`config.mk`:
```
export PLATFORM = sky130hd
export DESIGN_NAME = sd_spi_master_flat
export DESIGN_NICKNAME = d
export VERILOG_FILES = /design/src/rtl/sd_spi_master_if.sv /design/src/rtl/sd_spi_master.sv /design/src/flat_wrapper.sv
export SDC_FILE = /design/constraint.sdc
export NUM_CORES = 1
export LEC_CHECK = 0
export CAP_MARGIN = 15
export CORE_MARGIN = 8
export CORE_UTILIZATION = 55
export CTS_CLUSTER_DIAMETER = 150
export CTS_CLUSTER_SIZE = 20
export DETAILED_ROUTE_END_ITERATION = 16
export GPL_TIMING_DRIVEN = 0
export PLACE_DENSITY = 0.8
export RECOVER_POWER = 25
export SLEW_MARGIN = 25
export SYNTH_ARGS = -nofsm -noshare
export SYNTH_HDL_FRONTEND = slang
export SYNTH_SLANG_ARGS = --single-unit
export TNS_END_PERCENT = 5
```
`constraint.sdc`:
```
create_clock -name clock -period 2.7 [get_ports clock]
set_input_delay 0.54 -clock clock [delete_from_list [all_inputs] [get_ports clock]]
set_output_delay 0.54 -clock clock [all_outputs]
set_load 0.05 [all_outputs]
```
`src/rtl/sd_spi_master_if.sv`:
```
// Command/status bus between the AVR I/O port decoder and sd_spi_master.
// master modport: core side (issues strobes, polls status).
// slave modport:  SPI master side.
interface sd_spi_master_if #(
    parameter int CS_COUNT = 2
);
    localparam int CS_W = (CS_COUNT > 1) ? $clog2(CS_COUNT) : 1;

    logic            sd_signal;
    logic [2:0]      sd_cmd;
    logic [7:0]      sd_out;
    logic [CS_W-1:0] sd_csel;
    logic            sd_fast;
    logic [7:0]      sd_din;
    logic            sd_busy;
    logic            sd_timeout;
    logic [6:0]      sd_crc;

    modport master (
        output sd_signal, sd_cmd, sd_out, sd_csel, sd_fast,
        input  sd_din, sd_busy, sd_timeout, sd_crc
    );

    modport slave (
        input  sd_signal, sd_cmd, sd_out, sd_csel, sd_fast,
        output sd_din, sd_busy, sd_timeout, sd_crc
    );
endinterface

```
`src/rtl/sd_spi_master.sv`:
```
// SD/SPI master: byte transfer, 80-clock init, multi-device chip select,
// run-time slow/fast SCLK, hardware wait-for-token with timeout.
// Optional feature macro: SD_CRC7_EN (running CRC7 over XFER bytes and
// a CRC command that sends {crc,1}); when undefined sd_crc is tied to 0
// and the CRC command sends 8'hFF.
module sd_spi_master #(
    parameter int CS_COUNT      = 2,
    parameter int DIV_SLOW      = 31,
    parameter int DIV_FAST      = 0,
    parameter int TIMEOUT_BYTES = 255
) (
    input  logic                clock,
    input  logic                reset,
    output logic [CS_COUNT-1:0] spi_cs,
    output logic                spi_sclk,
    input  logic                spi_miso,
    output logic                spi_mosi,
    sd_spi_master_if.slave      bus
);

    localparam int CS_W    = (CS_COUNT > 1) ? $clog2(CS_COUNT) : 1;
    localparam int DIV_MAX = (DIV_SLOW > DIV_FAST) ? DIV_SLOW : DIV_FAST;
    localparam int DIV_W   = (DIV_MAX < 2) ? 1 : $clog2(DIV_MAX + 1);

    localparam logic [DIV_W-1:0] DIV_S   = DIV_W'(DIV_SLOW);
    localparam logic [DIV_W-1:0] DIV_F   = DIV_W'(DIV_FAST);
    localparam logic [15:0]      TO_LAST = 16'(TIMEOUT_BYTES - 1);
    localparam logic [15:0]      INIT_LAST = 16'd9;

    typedef enum logic [2:0] {
        CMD_XFER     = 3'd0,
        CMD_INIT     = 3'd1,
        CMD_SELECT   = 3'd2,
        CMD_DESELECT = 3'd3,
        CMD_WAIT     = 3'd4,
        CMD_CRC      = 3'd5
    } cmd_t;

    typedef enum logic [2:0] {
        S_IDLE,
        S_LOW,
        S_HIGH,
        S_NEXT,
        S_DONE
    } state_t;

    state_t           state, state_next;
    cmd_t             cmd_q;
    cmd_t             cmd_in;
    logic [DIV_W-1:0] div_q;
    logic [DIV_W-1:0] div_cnt;
    logic [2:0]       bit_cnt;
    logic [15:0]      byte_cnt;
    logic [7:0]       tx_sr;
    logic [7:0]       rx_sr;
    logic [7:0]       din_q;
    logic             tmo_q;
    logic [CS_COUNT-1:0] cs_q;

    logic             phase_end;
    logic             last_bit;
    logic             byte_last;
    logic             accept;
    logic             byte_end;
    logic [7:0]       tx_load;

`ifdef SD_CRC7_EN
    logic [6:0]       crc_q;

    // CRC7, polynomial x^7+x^3+1, data MSB first.
    function automatic logic [6:0] crc7_byte(input logic [6:0] c, input logic [7:0] d);
        logic [6:0] r;
        logic [7:0] dd;
        logic       fb;
        r  = c;
        dd = d;
        for (int unsigned i = 0; i < 8; i++) begin
            fb = r[6] ^ dd[7];
            r  = {r[5:0], 1'b0};
            dd = {dd[6:0], 1'b0};
            if (fb) r = r ^ 7'h09;
        end
        return r;
    endfunction
`endif

    assign cmd_in    = cmd_t'(bus.sd_cmd);
    assign phase_end = (div_cnt == div_q);
    assign last_bit  = (bit_cnt == 3'd7);

    // First byte shifted out for the accepted command.
    always_comb begin
        tx_load = 8'hFF;
        case (cmd_in)
            CMD_XFER: tx_load = bus.sd_out;
`ifdef SD_CRC7_EN
            CMD_CRC:  tx_load = {crc_q, 1'b1};
`endif
            default:  tx_load = 8'hFF;
        endcase
    end

    // Decide whether the byte now finishing is the last one of the command.
    always_comb begin
        byte_last = 1'b1;
        case (cmd_q)
            CMD_INIT: byte_last = (byte_cnt == INIT_LAST);
            CMD_WAIT: byte_last = (rx_sr != 8'hFF) || (byte_cnt == TO_LAST);
            default:  byte_last = 1'b1;
        endcase
    end

    // Next-state logic and per-cycle control strobes.
    always_comb begin
        state_next = state;
        accept     = 1'b0;
        byte_end   = 1'b0;
        case (state)
            S_IDLE: begin
                if (bus.sd_signal) begin
                    accept = 1'b1;
                    case (cmd_in)
                        CMD_XFER, CMD_INIT, CMD_DESELECT, CMD_WAIT, CMD_CRC:
                            state_next = S_LOW;
                        default:
                            state_next = S_NEXT;
                    endcase
                end
            end
            S_LOW: begin
                if (phase_end) state_next = S_HIGH;
            end
            S_HIGH: begin
                if (phase_end) begin
                    if (last_bit) begin
                        byte_end   = 1'b1;
                        state_next = byte_last ? S_NEXT : S_LOW;
                    end else begin
                        state_next = S_LOW;
                    end
                end
            end
            S_NEXT:  state_next = S_DONE;
            S_DONE:  state_next = S_IDLE;
            default: state_next = S_IDLE;
        endcase
    end

    // State register.
    always_ff @(posedge clock) begin
        if (reset) state <= S_IDLE;
        else       state <= state_next;
    end

    // Shift, divider, byte-count and status datapath.
    always_ff @(posedge clock) begin
        if (reset) begin
            cmd_q    <= CMD_XFER;
            div_q    <= DIV_S;
            div_cnt  <= '0;
            bit_cnt  <= '0;
            byte_cnt <= '0;
            tx_sr    <= '1;
            rx_sr    <= '1;
            din_q    <= '1;
            tmo_q    <= 1'b0;
            cs_q     <= '1;
        end else begin
            if (state == S_LOW || state == S_HIGH)
                div_cnt <= phase_end ? '0 : div_cnt + 1'b1;
            else
                div_cnt <= '0;

            if (accept) begin
                cmd_q    <= cmd_in;
                div_q    <= (cmd_in == CMD_INIT || !bus.sd_fast) ? DIV_S : DIV_F;
                bit_cnt  <= '0;
                byte_cnt <= '0;
                tmo_q    <= 1'b0;
                tx_sr    <= tx_load;
                case (cmd_in)
                    CMD_INIT, CMD_DESELECT: cs_q <= '1;
                    CMD_SELECT: begin
                        for (int unsigned i = 0; i < CS_COUNT; i++)
                            cs_q[i] <= (bus.sd_csel != CS_W'(i));
                    end
                    default: cs_q <= cs_q;
                endcase
            end

            // Sample MISO on the rising SCLK edge (entry to HIGH).
            if (state == S_LOW && phase_end)
                rx_sr <= {rx_sr[6:0], spi_miso};

            if (state == S_HIGH && phase_end) begin
                if (!last_bit) begin
                    tx_sr   <= {tx_sr[6:0], 1'b1};
                    bit_cnt <= bit_cnt + 3'd1;
                end else begin
                    bit_cnt <= '0;
                    din_q   <= rx_sr;
                    tx_sr   <= 8'hFF;
                    if (!byte_last)
                        byte_cnt <= byte_cnt + 16'd1;
                    if (cmd_q == CMD_WAIT && byte_last && rx_sr == 8'hFF)
                        tmo_q <= 1'b1;
                end
            end
        end
    end

`ifdef SD_CRC7_EN
    // Running CRC7: folded in at XFER accept, cleared by SELECT and after a CRC byte.
    always_ff @(posedge clock) begin
        if (reset) begin
            crc_q <= '0;
        end else if (accept && cmd_in == CMD_XFER) begin
            crc_q <= crc7_byte(crc_q, bus.sd_out);
        end else if (accept && cmd_in == CMD_SELECT) begin
            crc_q <= '0;
        end else if (byte_end && cmd_q == CMD_CRC) begin
            crc_q <= '0;
        end
    end
    assign bus.sd_crc = crc_q;
`else
    assign bus.sd_crc = 7'h00;
`endif

    assign spi_cs         = cs_q;
    assign spi_sclk       = (state == S_HIGH);
    assign spi_mosi       = (state == S_LOW || state == S_HIGH) ? tx_sr[7] : 1'b1;
    assign bus.sd_busy    = (state == S_LOW || state == S_HIGH || state == S_NEXT);
    assign bus.sd_din     = din_q;
    assign bus.sd_timeout = tmo_q;

endmodule
```
`src/flat_wrapper.sv`:
```
// flat-port wrapper written by rule: the top's interface ports become plain ports
module sd_spi_master_flat 
#(
    parameter int CS_COUNT      = 2,
    parameter int DIV_SLOW      = 31,
    parameter int DIV_FAST      = 0,
    parameter int TIMEOUT_BYTES = 255
)
  (clock, reset, spi_cs, spi_sclk, spi_miso, spi_mosi, bus_sd_signal, bus_sd_cmd, bus_sd_out, bus_sd_csel, bus_sd_fast, bus_sd_din, bus_sd_busy, bus_sd_timeout, bus_sd_crc);
  sd_spi_master_if #(.CS_COUNT(CS_COUNT)) bus_i ();
  input  logic clock;
  input  logic reset;
  output logic [CS_COUNT-1:0] spi_cs;
  output logic spi_sclk;
  input  logic spi_miso;
  output logic spi_mosi;
  input wire logic [$bits(bus_i.sd_signal)-1:0] bus_sd_signal;
  input wire logic [$bits(bus_i.sd_cmd)-1:0] bus_sd_cmd;
  input wire logic [$bits(bus_i.sd_out)-1:0] bus_sd_out;
  input wire logic [$bits(bus_i.sd_csel)-1:0] bus_sd_csel;
  input wire logic [$bits(bus_i.sd_fast)-1:0] bus_sd_fast;
  output wire logic [$bits(bus_i.sd_din)-1:0] bus_sd_din;
  output wire logic [$bits(bus_i.sd_busy)-1:0] bus_sd_busy;
  output wire logic [$bits(bus_i.sd_timeout)-1:0] bus_sd_timeout;
  output wire logic [$bits(bus_i.sd_crc)-1:0] bus_sd_crc;
  assign bus_i.sd_signal = bus_sd_signal;
  assign bus_i.sd_cmd = bus_sd_cmd;
  assign bus_i.sd_out = bus_sd_out;
  assign bus_i.sd_csel = bus_sd_csel;
  assign bus_i.sd_fast = bus_sd_fast;
  assign bus_sd_din = bus_i.sd_din;
  assign bus_sd_busy = bus_i.sd_busy;
  assign bus_sd_timeout = bus_i.sd_timeout;
  assign bus_sd_crc = bus_i.sd_crc;
  sd_spi_master #(.CS_COUNT(CS_COUNT), .DIV_SLOW(DIV_SLOW), .DIV_FAST(DIV_FAST), .TIMEOUT_BYTES(TIMEOUT_BYTES)) u_core (.clock(clock), .reset(reset), .spi_cs(spi_cs), .spi_sclk(spi_sclk), .spi_miso(spi_miso), .spi_mosi(spi_mosi), .bus(bus_i));
endmodule
```
* After elaboration in Yosys (flattened, before gate mapping)
Index checks and enable logic that the tools add are counted.
** Cells by class
- Add/sub/neg operators :: 3
- Equality and inequality tests :: 19
- Bitwise gates (word level) :: 2
- Divide/modulo/power cells :: 0
- Muxes and demuxes :: 28
- Shift operators :: 0
- Reductions and logical operators :: 19
- Multipliers :: 0
- Order comparisons :: 0
** Operators by type and width (number)
- 16-bit 2-to-1 mux :: 4
- 8-bit 2-to-1 mux :: 4
- 3-bit 2-to-1 mux :: 7
- 16-bit by 1-bit adder with 16-bit output, second input constant :: 1
- 16-bit by 4-bit == test with 1-bit output, second input constant :: 1
- 16-bit by 8-bit == test with 1-bit output, second input constant :: 1
- 3-bit by 2-bit == test with 1-bit output, second input constant :: 4
- 3-bit == test, second input constant :: 4
- 3-bit one-hot mux with 4 select lines :: 1
- 3-bit by 1-bit == test with 1-bit output, second input constant :: 3
- 8-bit == test, second input constant :: 1
- 8-bit != test, second input constant :: 1
- 1-bit 2-to-1 mux :: 7
- 3-bit logical NOT :: 2
- 5-bit by 1-bit adder with 5-bit output, second input constant :: 1
- 5-bit == test :: 1
- 5-bit 2-to-1 mux :: 1
- 5-bit OR reduction :: 1
- 1-bit logical AND :: 4
- 1-bit logical OR :: 4
- 2-bit 2-to-1 mux :: 2
- 2-bit by 1-bit != test with 1-bit output, second input constant :: 2
- 2-bit one-hot mux with 2 select lines :: 1
- 2-bit AND reduction :: 2
- 9 further kinds :: 11
** Storage, ports and cells
- Output and inout bits :: 21
- Memories :: 0
- Latch bits :: 0
- Bits in writable memories :: 0
- Logic and storage cells :: 82
- Bits of input ports :: 17
- Register bits after elaboration :: 62
- ROM bits :: 0

* Logic depth before layout (Yosys ltp)
Gate-level depths: netlist (run 1).
- Depth after elaboration :: 8
- Depth in mapped cells :: 8
- Mapped depth without buffers :: 7

* Worst setup path after synthesis (run 1)
No wires, ideal clock.
- Path kind :: register to register
- Start :: register u_core.state[2]
- End :: register u_core.byte_cnt[4]
- Path buffers :: 1
- Clock period less this slack :: 2.309 ns
- Library setup time :: 0.115 ns
- Setup slack :: 0.391 ns
- Data required time :: 2.585 ns
- Stages on the path, launching flop included :: 7
- Arrival :: 2.194 ns
- Cells stage by stage :: dfxtp_1 -> or3b_2 -> inv_1 -> nand3_1 -> o21a_4 -> buf_4 -> a21o_2
** Between the ends
- Elaborated cells on any way between the ends :: 8
- Classes of those cells :: eq/ne (1); mux (5); reduce/logical (2)
** RTL lines
- start, declared :: line sd_spi_master.sv:47 : state_t state, state_next;
- start signal, assigned :: line sd_spi_master.sv:152 : else state <= state_next;
- 3-bit by 2-bit == test with 1-bit output
- named net spi_sclk :: line flat_wrapper.sv:14 : output logic spi_sclk;
- 1-bit logical AND :: line sd_spi_master.sv:195 : if (state == S_HIGH && phase_end) begin
- 16-bit 2-to-1 mux :: line sd_spi_master.sv:195
- end signal, assigned :: line sd_spi_master.sv:204 : byte_cnt <= byte_cnt + 16'd1;
- end, declared :: line sd_spi_master.sv:53 : logic [15:0] byte_cnt;
The timed path passes the listed nets, and every way through them passes these cells.
A chain may end at the register's enable or synchronous reset.

* Worst setup path after layout (run 1)
- Start :: register u_core.state[2]
- End :: output spi_sclk
** Between the ends
- Longest elaborated chain between the ends :: 1
** RTL lines
- 3-bit by 2-bit == test with 1-bit output :: line sd_spi_master.sv:231 : assign spi_sclk = (state == S_HIGH);
- end, declared :: line flat_wrapper.sv:14
Every way passes these cells.

==> run metrics, run 1 <==
min cycle time layout=2567 ps; sequential-to-total area share from yosys stat=40.45%; CTS tree=built; CP endpoint kind=primary output; GR Util met2=30.96%; largest net degree at the start of global routing=11; count leader, synth=dfxtp_1; Synth Area in XOR/XNOR=1.831%; maximum clock rate=0.3895 GHz; Crit Path Category=reg2out; most frequent cells after synthesis=dfxtp_1 (58), nand2_1 (38), nor2_1 (28), a21oi_1 (16), clkbuf_1 (15); Worst-Skew Late Latency=340 ps; Sum Neg Setup Slack=0 ps; antenna cells=0; clk sink count=58; Post-Synth Adder-Cell Area=2.616%; grt ovf=0; Chip Width=88.24 um; synthesized area=2870 um^2; PD cells=706.4 nW/um^2; Yosys top cell area share=40.45%; flops & latches, synth=58; initial antenna violation count=0; cts-stage hold buffer count=0; main combinational cell family by area after synthesis=simple AND/OR/NAND/NOR gates; met3 usage in global routing=approximately 3.7%; Total Power=2.466 mW; Synthesis Warnings=0; Netlist cell types=53; setup bufs post-CTS=0; period utilisation layout=between 90 and 100%; GRT Util Overall=18.34%; Post-synth EDFFs=0; Leak=1.439 nW; first-pass GRT wire length=11.23 mm; total die area=7786 um^2; hold crit path type=reg2reg; Max transition margin=around 55%; Synth area leaders=dfxtp_1 (40%), nand2_1 (5.0%), nor2_1 (3.7%); Final Max Tran Viols=0; PortBufs=29; Worst-path clk slew=60 ps; Worst R2R Start=u_core.byte_cnt[0]$_SDFF_PP0_; number of global-route vias before repair=2485; startpoint type of the worst setup path=register; worst-margin pin slew=665.7 ps; row count=26; Synth Area in Compound Gates=between 20 and 25%; number of CTS-inserted buffers=9; Peak VDD IR=0.0004626 V; Syn Area/Cell=approximately 8.5 um^2; CTS root buf=clkbuf_8; Most used DFF post-synth=dfxtp_1; final setup violation count=0; Post-Synth Simple-Gate Area=between 20% and 30%; clk buf depth=2; maxcap violations=0; WL per Instance=14.39 um; Register Area=between 1000 and 1500 um^2; Setup Skew=10.98 ps; Synth async-reset ratio=0%; initial core utilization=56.56%; die height=88.24 um; area grow syn2layout=21.62%; grt met1 use=21.21%; Arr. time, crit path=~2000 ps; multiplexer share of the synthesized area=0.6975%; min-delay src=u_core.tx_sr[4]$_SDFFE_PP1P_; Core Box Area=5075 um^2; Post-Route WL=6.605 mm; Multi-input gate area=1551 um^2; ratio of cells with drive above 1 in the final layout=11.05%; CP Max Fanout=8; GR peak layer=met2; RSZ-0062 raised after global routing=no; status=finished, final reports clean; DRT antenna net count=0; drt drc=0; Hold Vio Cnt, Final=0; Worst Setup SP=u_core.state[2]$_SDFFE_PP0P_; via count=about 2600; filler cell count=437; H-tree depth=3; vias per cell=5.671; starting DRC count in detailed routing=116; Final Hold Slack=approximately 470 ps; final net count=407; CP required=around 2200 ps; post-synthesis cell count=approximately 340; Routability Congestion=0.8409; final design utilization=approximately 69%; DP Wirelength=4.683 mm; leading area contributor after synthesis=dfxtp_1; # IOs=38; TritonRoute pass-1 iters=4
[critical path: stages, from the launching register on]
cell and delay, ps:
dfxtp_1 380, or3b_2 550, inv_1 210, dlygate4sd2_1 560
[power breakdown]
part           switching [mW]  total, mW  internal [mW]
registers              0.0631       1.01          0.943
logic                   0.393      0.612          0.220
clock network           0.320      0.848          0.528
[state kept, by name, summed over array words and instances, names as in the netlist]
register and cells:
u_core.bus.sd_timeout 1, u_core.bit_cnt 3, u_core.bus.sd_din 8, u_core.state 3
u_core.rx_sr 8, u_core.byte_cnt 16, u_core.cmd_q 3, u_core.tx_sr 8
u_core.spi_cs 2, u_core.div_cnt 5, u_core.div_q 1
[worst paths after layout]
| kind | end | slack (ps) | cells past startpoint |
|---|---|---|---|
| setup / recovery | spi_sclk | 130 | 3 |
| hold / removal | u_core.tx_sr[4]$_SDFFE_PP1P_ | 470 | 2 |
| setup reg to reg | u_core.byte_cnt[4]$_SDFF_PP0_ | 340 | 7 |
| hold reg to reg | u_core.tx_sr[4]$_SDFFE_PP1P_ | 470 | 2 |
[stage by stage]
| stage | setup WS [ps] | std cells | cell area [um^2] |
|---|---|---|---|
| after CTS | 136.6 | 459 | 3485 |
| after floorplan | 390.8 | 344 | 2893 |
| after global routing | 19.45 | 459 | 3491 |
| after global placement | -242.5 | 443 | 3271 |
| final | 132.8 | 459 | 3491 |
| after detailed placement | -234.1 | 443 | 3271 |
[layer usage]
layer / wire, um / part of all wire [%]
met5: 0 / 0
met4: 106 / 1.6
met3: 317 / 4.8
met2: 3173 / 48
met1: 3008 / 46
[cells in the final DEF, fill, tap and decap left out, types with 7 or more instances in the layout]
| cell | instances |
|---|---|
| o22ai_1 | 9 |
| o21ai_0 | 13 |
| nand3_1 | 13 |
| conb_1 | 7 |
| clkdlybuf4s50_1 | 20 |
| dlygate4sd3_1 | 7 |
| dfxtp_1 | 58 |
| a2111oi_0 | 11 |
| clkbuf_8 | 13 |
| a21oi_1 | 16 |
| a211o_1 | 9 |
| inv_1 | 14 |
| clkbuf_1 | 17 |
| nand2_1 | 38 |
| nand3b_1 | 10 |
| a21o_1 | 11 |
| or3_1 | 7 |
| buf_4 | 9 |
| nor2_1 | 28 |
[cells by family (layout without fill, tap and decap cells)]
family / count (synthesis) / after routing
mux: 2 / 2
flops: 58 / 58
simple gates: 133 / 133
other cells: 1 / 7
fa+ha+maj: 6 / 6
xor+xnor: 6 / 6
compound gates: 92 / 92
buf+inv: 40 / 85
[what timing repair did]
| item | 4_1_cts | 5_1_grt |
|---|---|---|
| hold endpoints to repair | 0 | 0 |
| resized for setup | 2 | 0 |
| setup endpoints to repair | 2 | 0 |
[cell type report]
| type | count | area share [%] |
|---|---|---|
| inverter | 14 | 1.505 |
| clock buffer | 15 | 5.341 |
| tap | 70 | 2.509 |
| clock inverter | 1 | 0.8602 |
| buffer | 26 | 3.835 |
| multi-input combinational | 246 | 44.44 |
| sequential | 58 | 33.26 |
| timing repair buffer | 29 | 8.244 |
(Power assumes the default switching activity.)
==> run 2, diff against run 1 <==
- SKIP_CTS_REPAIR_TIMING: not set -> 1
==> run metrics, run 2 (synthesized netlist as in run 1, its figures left out) <==
hold crit path type=reg2reg (unchanged); area grow syn2layout=21.88% (was 21.62%); PD cells=706.4 nW/um^2 (about the same); CP Max Fanout=10 (was 8); Max transition margin=55.21% (unchanged); WP depth=4 (was 3); final net count=407 (unchanged); Setup crit end=bus_sd_busy (was spi_sclk); antenna cells=0 (unchanged); number of CTS-inserted buffers=9 (unchanged); filler cell count=437 (unchanged); Final Hold Slack=467.4 ps (unchanged); Leak=1.454 nW (was 1.439 nW); commonest cells after routing, fill and taps aside=dfxtp_1 (58), nand2_1 (38), nor2_1 (28) (unchanged); sequential share of power=40.7% (was 40.8%); starting DRC count in detailed routing=116 (unchanged); reg2reg end=u_core.byte_cnt[4]$_SDFF_PP0_ (unchanged); initial antenna violation count=0 (unchanged); WL per Instance=14.40 um (was 14.39 um); CP delay by family, top=buffers and inverters (unchanged); Logic pwr share=25.0% (was 24.8%); most frequent CP cell=nor2_1; min cycle time layout=2561 ps (was 2567 ps); Max stage delay on crit path=810 ps (was 560 ps); final setup violation count=0 (unchanged); first-pass GRT wire length=11.23 mm (unchanged); cells on worst reg2reg path=7 (unchanged); clock group share of total power=34.3% (was 34.4%); Post-Route WL=6.610 mm (was 6.605 mm); RSZ-0062 raised after global routing=no (unchanged); maxcap violations=0 (unchanged); critical path cell sequence=clkbuf_1 > nor2_1 > nor2_1 > clkdlybuf4s50_1 (was or3b_2 > inv_1 > dlygate4sd2_1); Final Max Tran Viols=0 (unchanged); Setup Skew=10.95 ps (was 10.98 ps); CP max-delay cell=clkdlybuf4s50_1 (was dlygate4sd2_1); Internal Dissipation=1.696 mW (was 1.690 mW); DRT antenna net count=0 (unchanged); number of global-route vias before repair=2485 (unchanged); Hold Vio Cnt, Final=0 (unchanged); Sw Ratio=31.38% (was 31.45%); die height=88.24 um (unchanged); row count=26 (unchanged); number of flip-flops in the largest register=16 (unchanged); clk buf depth=2 (unchanged); total die area=7786 um^2 (unchanged); Peak VDD IR=0.0004626 V (about the same); initial core utilization=56.56% (unchanged); Buf+Inv Stages, Crit Path=2 (unchanged); drt drc=0 (unchanged); Worst-path clk slew=60 ps (about the same); Top reg by flops=u_core.byte_cnt (unchanged); Routability Congestion=0.8409 (unchanged); final design utilization=68.93% (was 68.79%); Core Box Area=5075 um^2 (unchanged); H-tree depth=3 (unchanged); CTS tree=built (unchanged); Worst R2R Start=u_core.byte_cnt[0]$_SDFF_PP0_ (unchanged); Worst Setup SP=u_core.state[0]$_SDFFE_PP0P_ (was u_core.state[2]$_SDFFE_PP0P_); NetSw=0.7756 mW (was 0.7755 mW); maximum clock rate=0.3905 GHz (was 0.3895 GHz); Worst-Skew Late Latency=340 ps (about the same); grt ovf=0 (unchanged); vias per cell=5.662 (was 5.671); CP endpoint kind=primary output (unchanged); worst-margin pin slew=665.7 ps (unchanged); CTS root buf=clkbuf_8 (unchanged); ratio of cells with drive above 1 in the final layout=11.05% (unchanged); startpoint type of the worst setup path=register (unchanged); GRT Util Overall=18.34% (unchanged); status=finished, final reports clean (unchanged); TritonRoute pass-1 iters=4 (unchanged); largest net degree at the start of global routing=11 (unchanged); period utilisation layout=94.84% (was 95.08%); most common cell after layout, fill and taps aside=dfxtp_1 (unchanged); DP Wirelength=4.683 mm (unchanged); setup slack, reg-to-reg=340 ps (about the same); via count=2599 (was 2603); Chip Width=88.24 um (unchanged); PortBufs=29 (unchanged); clk sink count=58 (unchanged); # IOs=38 (unchanged); CP required=2160 ps (about the same); Arr. time, crit path=2020 ps (was 2030 ps); Crit Path Category=reg2out (unchanged)
run 2: how the worst min path moves through the flow:
stage                                       from                                end  slack (ps)  depth (start not counted)
6_report            u_core.tx_sr[4]$_SDFFE_PP1P_       u_core.tx_sr[4]$_SDFFE_PP1P_         470                          2
5_1_grt        u_core.bus.sd_din[3]$_SDFFE_PP1P_  u_core.bus.sd_din[3]$_SDFFE_PP1P_         490                          2
4_1_cts        u_core.bus.sd_din[5]$_SDFFE_PP1P_  u_core.bus.sd_din[5]$_SDFFE_PP1P_         480                          2
3_3_place_gp   u_core.bus.sd_din[1]$_SDFFE_PP1P_  u_core.bus.sd_din[1]$_SDFFE_PP1P_         450                          2
2_1_floorplan       u_core.tx_sr[7]$_SDFFE_PP1P_       u_core.tx_sr[7]$_SDFFE_PP1P_         430                          2
3_5_place_dp   u_core.bus.sd_din[1]$_SDFFE_PP1P_  u_core.bus.sd_din[1]$_SDFFE_PP1P_         460                          2
run 2: area by class of cell:
type	instances	area, um^2	area share (%)
multi-input combinational	246	1551	44.35
sequential	58	1161	33.19
timing repair buffer	29	295.3	8.441
clock buffer	15	186.4	5.329
buffer	26	133.9	3.827
tap	70	87.58	2.504
inverter	14	52.55	1.502
clock inverter	1	30.03	0.8584
run 2: worst min-delay path, cell delays in order (launching register included):
cell     delay [ps]
dfxtp_1         320
a21oi_1          50
o21ai_0          60
run 2: stage by stage:
stage	power, mW	instances	setup slack (ps)	instance area [um^2]	setup TNS (ps)
6_report	2.471	459	139.3	3498	0
4_1_cts	2.484	459	-143.7	3487	-154.2
5_1_grt	2.599	459	19.45	3498	0
3_5_place_dp	1.636	443	-234.1	3271	-2336
3_3_place_gp	1.623	443	-242.5	3271	-2209
2_1_floorplan	1.464	344	390.8	2893	0
run 2: layer usage:
metal,global-route usage (%),vias up,share of wire (%)
met5,0,-,0
met4,9.985,0,1.6
li1,-,1318,-
met1,21.21,1215,45
met3,3.714,10,4.9
met2,30.96,56,48
run 2: power by group through the flow:
stage,Combinational [mW],Clock [mW],Sequential [mW]
2_1_floorplan,0.454,0,1.01
3_3_place_gp,0.604,0,1.02
3_5_place_dp,0.614,0,1.02
4_1_cts,0.616,0.864,1.00
5_1_grt,0.681,0.902,1.02
6_report,0.618,0.848,1.01
